`config.mk`:
```
export PLATFORM = sky130hd
export DESIGN_NAME = read_logic
export DESIGN_NICKNAME = d
export VERILOG_FILES = /design/src/rtl/read_logic.sv
export SDC_FILE = /design/constraint.sdc
export NUM_CORES = 1
export LEC_CHECK = 0
export ABC_AREA = 1
export BUFFER_PORTS_ARGS = -buffer_cell sky130_fd_sc_hd__buf_2
export CAP_MARGIN = 10
export CORE_MARGIN = 1
export CORE_UTILIZATION = 45
export DETAILED_ROUTE_END_ITERATION = 8
export GPL_ROUTABILITY_DRIVEN = 0
export GPL_TIMING_DRIVEN = 0
export PLACE_DENSITY = 0.81
export SLEW_MARGIN = 5
export SYNTH_ARGS = -nofsm -noshare
export SYNTH_HDL_FRONTEND = slang
export SYNTH_SLANG_ARGS = --single-unit
export TNS_END_PERCENT = 10
```
`constraint.sdc`:
```
create_clock -name clk -period 3.4 [get_ports clk]
set_input_delay 0.51 -clock clk [delete_from_list [all_inputs] [get_ports clk]]
set_output_delay 0.51 -clock clk [all_outputs]
set_load 0.005 [all_outputs]
```
`src/rtl/read_logic.sv`:
```
// Read side of a synchronous FIFO: tracks occupancy, drives the read address,
// registers the read word with a one-cycle pop strobe, and keeps sticky error flags.
module read_logic #(
  parameter int MEM_SIZE  = 4,
  parameter int WORD_SIZE = 6,
  parameter int PTR_L     = 3,
  parameter int ALMOST_E  = 1,
  parameter int ALMOST_F  = 3
) (
  input  logic                 clk,
  input  logic                 reset,
  input  logic                 fifo_rd,
  input  logic                 fifo_wr,
  input  logic [WORD_SIZE-1:0] mem_rd_data,
  output logic [PTR_L-1:0]     rd_ptr,
  output logic                 pop,
  output logic [WORD_SIZE-1:0] data_out,
  output logic                 fifo_empty,
  output logic                 fifo_full,
  output logic                 almost_empty,
  output logic                 almost_full,
  output logic                 underflow,
  output logic                 overflow
);

  localparam logic [PTR_L-1:0] LP_DEPTH = PTR_L'(MEM_SIZE);
  localparam logic [PTR_L-1:0] LP_LAST  = PTR_L'(MEM_SIZE - 1);
  localparam logic [PTR_L-1:0] LP_AE    = PTR_L'(ALMOST_E);
  localparam logic [PTR_L-1:0] LP_AF    = PTR_L'(ALMOST_F);

  logic [PTR_L-1:0]     r_count;
  logic [PTR_L-1:0]     r_rd_ptr;
  logic                 r_pop;
  logic [WORD_SIZE-1:0] r_data_out;
  logic                 r_underflow;
  logic                 r_overflow;

  logic                 w_empty;
  logic                 w_full;
  logic                 w_rd_acc;
  logic                 w_wr_acc;
  logic [PTR_L-1:0]     w_count_nxt;
  logic [PTR_L-1:0]     w_rd_ptr_nxt;

  function automatic logic [PTR_L-1:0] ptr_advance(input logic [PTR_L-1:0] p);
    if (p == LP_LAST) return '0;
    return p + PTR_L'(1);
  endfunction

  // A simultaneous accepted read and write leaves occupancy unchanged.
  function automatic logic [PTR_L-1:0] count_update(input logic [PTR_L-1:0] c,
                                                    input logic wr_acc,
                                                    input logic rd_acc);
    case ({wr_acc, rd_acc})
      2'b10:   return c + PTR_L'(1);
      2'b01:   return c - PTR_L'(1);
      default: return c;
    endcase
  endfunction

  // Flags depend only on registered occupancy, never on same-cycle requests.
  assign w_empty = (r_count == '0);
  assign w_full  = (r_count == LP_DEPTH);

  assign w_rd_acc     = fifo_rd && !w_empty;
  assign w_wr_acc     = fifo_wr && !w_full;
  assign w_count_nxt  = count_update(r_count, w_wr_acc, w_rd_acc);
  assign w_rd_ptr_nxt = w_rd_acc ? ptr_advance(r_rd_ptr) : r_rd_ptr;

  always_ff @(posedge clk) begin
    if (reset) begin
      r_count     <= '0;
      r_rd_ptr    <= '0;
      r_pop       <= 1'b0;
      r_data_out  <= '0;
      r_underflow <= 1'b0;
      r_overflow  <= 1'b0;
    end else begin
      r_count  <= w_count_nxt;
      r_rd_ptr <= w_rd_ptr_nxt;
      r_pop    <= w_rd_acc;
      if (w_rd_acc) r_data_out <= mem_rd_data;
      if (fifo_rd && w_empty) r_underflow <= 1'b1;
      if (fifo_wr && w_full)  r_overflow  <= 1'b1;
    end
  end

  assign rd_ptr       = r_rd_ptr;
  assign pop          = r_pop;
  assign data_out     = r_data_out;
  assign fifo_empty   = w_empty;
  assign fifo_full    = w_full;
  assign almost_empty = (r_count <= LP_AE) && !w_empty;
  assign almost_full  = (r_count >= LP_AF) && !w_full;
  assign underflow    = r_underflow;
  assign overflow     = r_overflow;

endmodule

```
==> results.toml <==
[power]
ir_worst_vdd_uv = 452
p_per_area_mw_per_mm2 = 851
p_leak_nw = 0.509

[timing]
rsz0062_at_grt = "false"
layout_setup_ws_ns = 1.43
fin_crit_sh_pct = 58.1
finalHoldViolCount = 0
max_clock_freq_ghz = 0.506
relSlewSlack_pct = 85.3
worst_pin_slew_ns = 0.220
period_minus_slack_ns = 1.97
skew_ns = 0.00402
setup_violations = 0
drv_slew = 0
final.setup.tns_ns = 0

[synthesis]
syn_area_sq_um = 746
yosysTopAreaCell = "dfxtp_1"
synthTopCellsByArea = "dfxtp_1, ha_1, nand2_1"
ys_warn_count = 0
synth_cell_types = 18
ys_ff_latch = 15
synth_nets = 114
synth_area_per_cell_sq_um = 7.61
syn-instance-count = 98
yosysTopAreaCellShare_pct = 40.3
synth-seq-area-share_pct = 40.3

[worst_hold_path]
worstHoldPathType = "input port to flip-flop"
holdCritStartpoint = "reset"

[floorplanning]
die_width_um = 42.7
rows = 14
io_pins = 26
die-area_sq_mm = 0.00182
design.core.area_sq_mm = 0.00152
fp.dieH_um = 42.7
start_util_pct = 48.9

[grt]
grt_pass1_vias = 620
grt_max_degree = 11
grt.overflow.total = 0
track_usage_pct = 18.7
grt_pass1_wl_um = 2490
antenna_found_initial = 0

[cells_and_area]
layout_commonest_cell = "buf_2"
n_antenna_cell = 0
fin_nets = 143
fillers = 153
drive_above_1_share_pct = 27.8
final_area_sq_um = 913
most-common-layout-cells = "buf_2, nand2_1, nor2_1"
area.growth.synth_to_final_pct = 22.5

[placed_design]
port_buffers = 24
place_ws_ns = 1.69
hpwl_um = 1090
dpl_cell_area_sq_um = 886

[critical_path]
rr_endpoint = "r_count[2]$_SDFFE_PP0P_"
worst-r2r-setup-slack_ns = 1.66
r2r-start = "r_count[0]$_SDFFE_PP0P_"
crit_path_start = "r_count[0]$_SDFFE_PP0P_"
reg2reg_depth = 9
start_kind = "flip-flop"
crit_path_max_fanout = 4
cp-endpoint = "almost_full"
critPathCaptureType = "output pin"
crit_required_ns = 2.89
crit_arrival_ns = 1.46
worst-setup-path-type = "flip-flop to output pin"

[route]
routed_wl_um = 1500
wl_met1_um = 668
ant_nets = 0
wl_per_cell_um = 10.5
via_per_inst = 4.83
vias = 686
wl_met3_um = 76
top_layer = "met4"
wl_met2_um = 693
firstDrtPassIters = 4
initialDrtViolationCount = 8
drc_errors = 0

[cts]
clock_sinks = 15
cts-resized-gates = 0
clk_pin_slew_ns = 0.09
cts_tree = "yes"
clk_path_buf_depth = 2
cts_root_buffer = "clkbuf_4"
htreeDepth = 1
insertion_delay_ns = 0.30
post_cts_buffers = 0
cts_hold_buf = 0
cts_buffers = 3

[run]
drv_cap = 0

[run_status]
status = "complete, no violations"
==> worst min-delay path by stage <==
stage | depth (start not counted) | end | slack, ns
CTS | 2 | underflow$_SDFFE_PP0P_ | 0.41
global placement | 2 | underflow$_SDFFE_PP0P_ | 0.43
floorplan | 2 | overflow$_SDFFE_PP0P_ | 0.44
global route | 2 | underflow$_SDFFE_PP0P_ | 0.41
detailed placement | 2 | underflow$_SDFFE_PP0P_ | 0.44
finish | 2 | underflow$_SDFFE_PP0P_ | 0.41
==> final cells by class <==
cell class              instances  area (sq um)  share of cell area (%)
plain buffers                   2          12.5                    1.37
well taps                      16          20.0                    2.19
repair buffers                 24           120                    13.2
multi-input cells              66           372                    40.7
inverters                      15          61.3                    6.71
clock buffers                   3          22.5                    2.47
clock inverters                 1          5.00                   0.548
flip-flops and latches         15           300                    32.9
==> logic make-up after synthesis <==
logic type | Yosys count | share of synthesized area, %
AND/OR/NAND/NOR | 48 | 30.5
buffers and inverters | 17 | 9.90
flip-flops | 15 | 40.3
AO/OA/AOI/OAI | 11 | 8.05
adder cells (fa/ha/maj) | 6 | 10.1
XOR/XNOR | 1 | 1.17
==> cell usage after synthesis (all sizes together) <==
| cell | instances |
|---|---|
| inv | 15 |
| xnor2 | 1 |
| o21bai | 2 |
| nor3 | 1 |
| dfxtp | 15 |
| nand2 | 21 |
| buf | 2 |
| nand3b | 7 |
| nand3 | 2 |
| ha | 6 |
| nor2 | 17 |
| o21ai | 3 |
| a21oi | 6 |
==> where the power goes <==
group          switching, W  internal (W)  total (W)  leakage (nW)
sequential        0.0000390      0.000231   0.000270         0.124
combinational      0.000229      0.000171   0.000400         0.368
clock             0.0000636     0.0000439   0.000108        0.0177
==> registers in the layout, indices dropped and copies added (netlist names) <==
signal,flops
rd_ptr,3
overflow,1
underflow,1
data_out,6
pop,1
r_count,3
==> per-layer routing <==
metal  global-route usage, %  vias up
li1                        -      359
met1                    20.5      301
met2                    30.0       19
met3                    5.11        7
met4                    14.4        0
met5                       0        -
==> per-stage QoR <==
stage	utilization [%]	total power [W]	hold WS, ns	std cells
after floorplan	-	0.000549	0.441	98
after global placement	58.1	0.000655	0.434	138
after detailed placement	58.1	0.000675	0.441	138
after CTS	59.9	0.000784	0.405	142
after global routing	59.9	0.000858	0.405	142
final	59.9	0.000778	0.407	142
==> critical path, stage by stage, from the launching register on <==
cell and delay, ns:
dfxtp_1 0.37, inv_1 0.09, ha_1 0.27, nand2_1 0.10
inv_1 0.06, a21oi_1 0.13, buf_2 0.14
No activity file was read; power rests on OpenSTA's default activity.
